--- src/rtl/tick_seq_detector.sv ---
`default_nettype none
// ============================================================================
// Module   : tick_seq_detector
// Brief    : Samples a serial bit on each divider tick and detects the
//            overlapping pattern 1011. Each detection gives a registered
//            one-cycle match pulse and bumps a saturating counter. A sticky
//            overflow flag records any match seen with the counter full.
// Revision : 1.0 - initial release
// ============================================================================
module tick_seq_detector #(
  parameter int CNT_W = 8
) (
  input  logic             clk,
  input  logic             reset,        // asynchronous, active-low
  input  logic             tick,
  input  logic             din,
  input  logic             clr,
  output logic             match,
  output logic [2:0]       state,
  output logic [2:0]       nextstate,
  output logic [CNT_W-1:0] match_count,
  output logic             overflow
);

  typedef enum logic [2:0] {
    IDLE = 3'b000,   // nothing useful seen
    S1   = 3'b001,   // seen "1"
    S10  = 3'b010,   // seen "10"
    S101 = 3'b011    // seen "101"
  } state_t;

  state_t           r_state;
  state_t           w_next;
  logic             w_hit;
  logic             r_match;
  logic [CNT_W-1:0] r_count;
  logic             r_overflow;

  // State register; clr is folded into w_next so the register only needs reset.
  always_ff @(posedge clk or negedge reset) begin
    if (!reset) begin
      r_state <= IDLE;
    end else begin
      r_state <= w_next;
    end
  end

  // Next-state and match decode; only a tick advances a legal state.
  always_comb begin
    w_next = r_state;
    w_hit  = 1'b0;
    if (clr) begin
      w_next = IDLE;
    end else begin
      case (r_state)
        IDLE: if (tick) w_next = din ? S1 : IDLE;
        S1:   if (tick) w_next = din ? S1 : S10;
        S10:  if (tick) w_next = din ? S101 : IDLE;
        S101: begin
          if (tick) begin
            // Both exits overlap: "1" of 1011 and "10" of 1010 are reused.
            if (din) begin
              w_next = S1;
              w_hit  = 1'b1;
            end else begin
              w_next = S10;
            end
          end
        end
        default: w_next = IDLE;  // illegal codes recover regardless of tick
      endcase
    end
  end

  // Match pulse, saturating counter and sticky overflow; clr beats a match.
  always_ff @(posedge clk or negedge reset) begin
    if (!reset) begin
      r_match    <= 1'b0;
      r_count    <= '0;
      r_overflow <= 1'b0;
    end else if (clr) begin
      r_match    <= 1'b0;
      r_count    <= '0;
      r_overflow <= 1'b0;
    end else begin
      r_match <= w_hit;
      if (w_hit) begin
        if (&r_count) begin
          r_overflow <= 1'b1;
        end else begin
          r_count <= r_count + 1'b1;
        end
      end
    end
  end

  assign match       = r_match;
  assign state       = r_state;
  assign nextstate   = w_next;
  assign match_count = r_count;
  assign overflow    = r_overflow;

endmodule
`default_nettype wire

--- config.mk ---
export PLATFORM = sky130hd
export DESIGN_NAME = tick_seq_detector
export DESIGN_NICKNAME = d
export VERILOG_FILES = /design/src/rtl/tick_seq_detector.sv
export SDC_FILE = /design/constraint.sdc
export NUM_CORES = 1
export LEC_CHECK = 0
export ABC_CLOCK_PERIOD_IN_PS = 1800
export CORE_MARGIN = 5
export CORE_UTILIZATION = 44
export CTS_CLUSTER_DIAMETER = 100
export DETAILED_ROUTE_END_ITERATION = 10
export PLACE_DENSITY_LB_ADDON = 0.08
export SETUP_SLACK_MARGIN = 0.5
export SLEW_MARGIN = 25
export SYNTH_ARGS = -nofsm -noshare
export SYNTH_HDL_FRONTEND = slang
export SYNTH_SLANG_ARGS = --single-unit
--- constraint.sdc ---
create_clock -name clk -period 1.8 [get_ports clk]
set_clock_uncertainty 0.1 [all_clocks]
set_input_delay 0.36 -clock clk [delete_from_list [all_inputs] [get_ports clk]]
set_output_delay 0.36 -clock clk [all_outputs]
set_load 0.1 [all_outputs]
==> run summary, run 1 <==
run status = stopped before the end
Failed at = 5_1_grt
first error = [ERROR DPL-0033] detailed placement checks failed during check placement.
Root Driver = clkbuf_4
GP Congestion = 0.752
clk sinks = 13
Clock Path Buffers = 2
Avg Inst Size Synth = 9.99 um2
Seq cells post-synth = 13
post-GRT worst EP = nextstate[1]
Die H = 49.9 um
Post-Synthesis Cells = 70
# H-tree levels = 1
mapped cell area = 699 um2
count of cell types in the netlist = 29
register area share after synthesis = 46.5%
asr flop ratio synth = 100%
DP HPWL = 1620 um
Worst endpoint type = output port
CTS buffer count = 3
I/O pin cnt = 21
antenna violations before repair = 0
Starting Density = 46.4%
worst slack at placement = -0.329 ns
row cnt = 14
number of flops mapped to enable cells by yosys = 0
Port Buffer Count = 19
largest net degree at the start of global routing = 14
Die Wd = 49.9 um
Yosys warning count = 0
dominant synthesized flop cell = dfrtp_1
[timing repair]
action,CTS
hold buffers,0
pin swaps,8
setup buffers,11
endpoints found under the setup margin,27
gates resized for setup,11
[cells in the mapped netlist, types with 2 or more instances]
cell type	instances	area, um2
nand3_1	3	15.0
nor2_1	8	30.0
nor3_1	8	40.0
dfrtp_1	13	325
nand2b_1	3	18.8
mux2i_1	4	40.0
a21oi_1	3	15.0
nand4b_1	2	17.5
nand2_1	6	22.5
[per-stage QoR]
| step | hold slack, ns | TNS (ns) | instances | area [um2] | utilization (%) |
|---|---|---|---|---|---|
| floorplan | -0.0356 | -1.17 | 71 | 840 | - |
| global placement | 0.439 | -1.10 | 116 | 1280 | 84.9 |
| detailed placement | 0.457 | -1.42 | 116 | 1280 | 84.9 |
| CTS | 0.292 | -0.114 | 131 | 1430 | 95.2 |
[logic make-up after synthesis]
logic type,share of synthesized area [%]
DFF,46.5
AOI/OAI and AO/OA,9.12
other,0.536
buffers and inverters,2.15
adders and majority gates,1.79
muxes,7.87
and+or+nand+nor,32.0
==> inputs of run 2 (changes only) <==
--- a/config.mk
+++ b/config.mk
@@ -6,12 +6,10 @@
 export NUM_CORES = 1
 export LEC_CHECK = 0
 export ABC_CLOCK_PERIOD_IN_PS = 1800
-export CORE_MARGIN = 5
-export CORE_UTILIZATION = 44
-export CTS_CLUSTER_DIAMETER = 100
+export CORE_AREA = 5 5 66 68
 export DETAILED_ROUTE_END_ITERATION = 10
-export PLACE_DENSITY_LB_ADDON = 0.08
-export SETUP_SLACK_MARGIN = 0.5
+export DIE_AREA = 0 0 71 73
+export PLACE_DENSITY_LB_ADDON = 0.15
 export SLEW_MARGIN = 25
 export SYNTH_ARGS = -nofsm -noshare
 export SYNTH_HDL_FRONTEND = slang
==> run 2 against run 1 <==
Against the previous run:
- the run now ends clean
- area after synthesis unchanged
- synthesized cell count unchanged
==> run summary, run 2 <==
cell taking the most area after synthesis = dfrtp_1
initial drt markers = 15
Die Wd = 71 um (+42%)
clk_lat worst skew = 0.24 ns
most common cell in the netlist = dfrtp_1
worst slack at placement = -0.309 ns (+0.0204 ns)
slowest cell delay on critical path = 0.43 ns
# DRC = 0
via count = 638
total power draw = 659 uW
ANT nets after route = 0
Die H = 73 um (+46%)
ranking of synthesized cells by area = dfrtp_1 47%, mux2i_1 5.7%, nor3_1 5.7%, nor2_1 4.3%, nand2_1 3.2%
Post-layout nets = 114
largest net degree at the start of global routing = 14
leak pwr = 0.000524 uW
crit start category = flip-flop
register area share after synthesis = 46.5% (unchanged)
Critical Path RT = 1.34 ns
Max Clock Freq = 559 MHz
Seq cells post-synth = 13 (unchanged)
run status = completed
Starting Density = 18.4% (-28 points)
max cap viols = 0
CP endpoint kind = primary output
RSZ-0062 raised after global routing = true
Area growth syn-to-layout = 91.4%
number of flops mapped to enable cells by yosys = 0 (unchanged)
count of cell types in the netlist = 29 (unchanged)
sequential share of power = 45.6%
Port Buffer Count = 19 (unchanged)
Sw Ratio = 25.6%
fin crit period = 1.79 ns
clk slew on worst S/H paths = 0.05 ns
DP HPWL = 1440 um (-11%)
hold slack = 0.327 ns
Yosys warning count = 0 (unchanged)
most frequent cells in the layout = 15 x buf_12, 14 x buf_4, 8 x nor2_1
Final Routed Wirelength = 1920 um
routed len/inst = 12.2 um
full die area = 5180 um2
TritonCTS clock tree = built
asr flop ratio synth = 100% (unchanged)
I/O pin cnt = 21 (unchanged)
Seq. cell area = 352 um2
clk sinks = 13 (unchanged)
CTS buffer count = 3 (unchanged)
fin. max-slew vios = 0
Hold Buf Count CTS = 0 (unchanged)
# H-tree levels = 1 (unchanged)
GP Congestion = 0.740 (-1.5%)
top cells by count, synth = 13 x dfrtp_1, 8 x nor2_1, 8 x nor3_1
antenna violations before repair = 0
first-pass GRT wire length = 3300 um
Top delay family on crit path = flip-flops
Slowest-stage cell, CP = dfrtp_4
DRT Pass-1 Iters = 2
Gate power share = 14.7%
mapped cell area = 699 um2 (unchanged)
antenna fix cells = 0
CP cell instances = buf_4 -> mux2i_4 -> nor3_4 -> buf_12
Root Driver = clkbuf_8
GRT Resource Usage Total = 8.35%
setup violators final = 0
NetSw = 168 uW
Synth top area share = 46.5% (unchanged)
Non-Filler Instances = 157
row cnt = 23 (+9)
CP Max Fanout = 4
Post-Synthesis Cells = 70 (unchanged)
layout cells sized above 1 = 56.1%
Multi-input gate area = 427 um2
commonest non-fill, non-tap cell in the layout = buf_12
dominant synthesized flop cell = dfrtp_1
Crit Path Class = reg -> out
clock power share = 39.7%
PD cells = 492 nW/um2
placed insts = 150 (+29%)
grt total ovfl = 0
max reg flops = 8
Peak VDD IR = 0.158 mV
Avg Inst Size Synth = 9.99 um2 (unchanged)
setup ws final = 0.0122 ns
Clock Path Buffers = 2 (unchanged)
P_int = 490 uW
Final Hold Vio Count = 0
core area = 3800 um2
CP arrival = 1.33 ns
fin crit share = 99.3%
FILL cells = 409
WP buf/inv = 2
Via density = 4.06
Hold WC Path Type = in -> async
via count of the first global-routing pass = 689
[run 2: cell counts after synthesis]
Identical to the previous run, type by type.
[run 2: cells by family after synthesis]
family / Yosys count / share of synthesized area [%]
DFF: 13 / 46.5
muxes: 5 / 7.87
buffers and inverters: 3 / 2.15
and+or+nand+nor: 39 / 32.0
other: 1 / 0.536
AOI/OAI and AO/OA: 8 / 9.12
adders and majority gates: 1 / 1.79
[run 2: path summary, 6_finish.rpt]
check                                      startpoint                    endpoint  cells after the start  slack, ns
setup / recovery                   state[0]$_DFF_PN0_                nextstate[0]                      4       0.01
min in group clk                                  clr          state[0]$_DFF_PN0_                      3       0.42
max in group asynchronous                       reset  match_count[0]$_DFFE_PN0P_                      2       1.09
hold reg to reg            match_count[3]$_DFFE_PN0P_  match_count[3]$_DFFE_PN0P_                      1       0.48
setup reg to reg                   state[2]$_DFF_PN0_  match_count[0]$_DFFE_PN0P_                      4       0.10
hold / removal                                  reset          state[1]$_DFF_PN0_                      2       0.33
[run 2: metal layers]
layer	global-route usage (%)	up-vias	part of all wire (%)
li1	-	324	-
met1	10.9	293	50
met2	11.7	15	43
met3	2.62	6	4.1
met4	5.64	0	2.5
met5	0	-	0
[run 2: timing repair]
action / 4_1_cts / 5_1_grt
cloned: 0 / 0
setup buffers: 3 / 0
endpoints found under the setup margin: 5 / 3
pin swaps: 4 / 1
gates resized for setup: 8 / 2
[run 2: through the flow]
step / setup TNS (ns) / utilization (%) / instance area (um2)
floorplan: -1.12 / - / 771
global route: -0.0815 / 35.2 / 1340
global placement: -1.69 / 33.0 / 1250
CTS: 0 / 35.2 / 1340
finish: 0 / 35.2 / 1340
detailed placement: -1.74 / 33.0 / 1250
[run 2: area by class of cell]
cell class / instances / area share (%)
Clock buffer: 4 / 3.36
Inverter: 1 / 0.280
Multi-Input combinational cell: 55 / 31.9
Sequential cell: 13 / 26.3
Tap cell: 50 / 4.67
Timing Repair Buffer: 34 / 33.6
[run 2: power groups by stage]
stage	registers, uW	clock network (uW)	logic, uW
CTS	300	275	97.8
finish	300	262	96.5
global route	300	286	102
floorplan	320	0	31.2
detailed placement	306	0	90.5
global placement	306	0	90.6
Note: power is estimated with default switching activity, not from simulation.
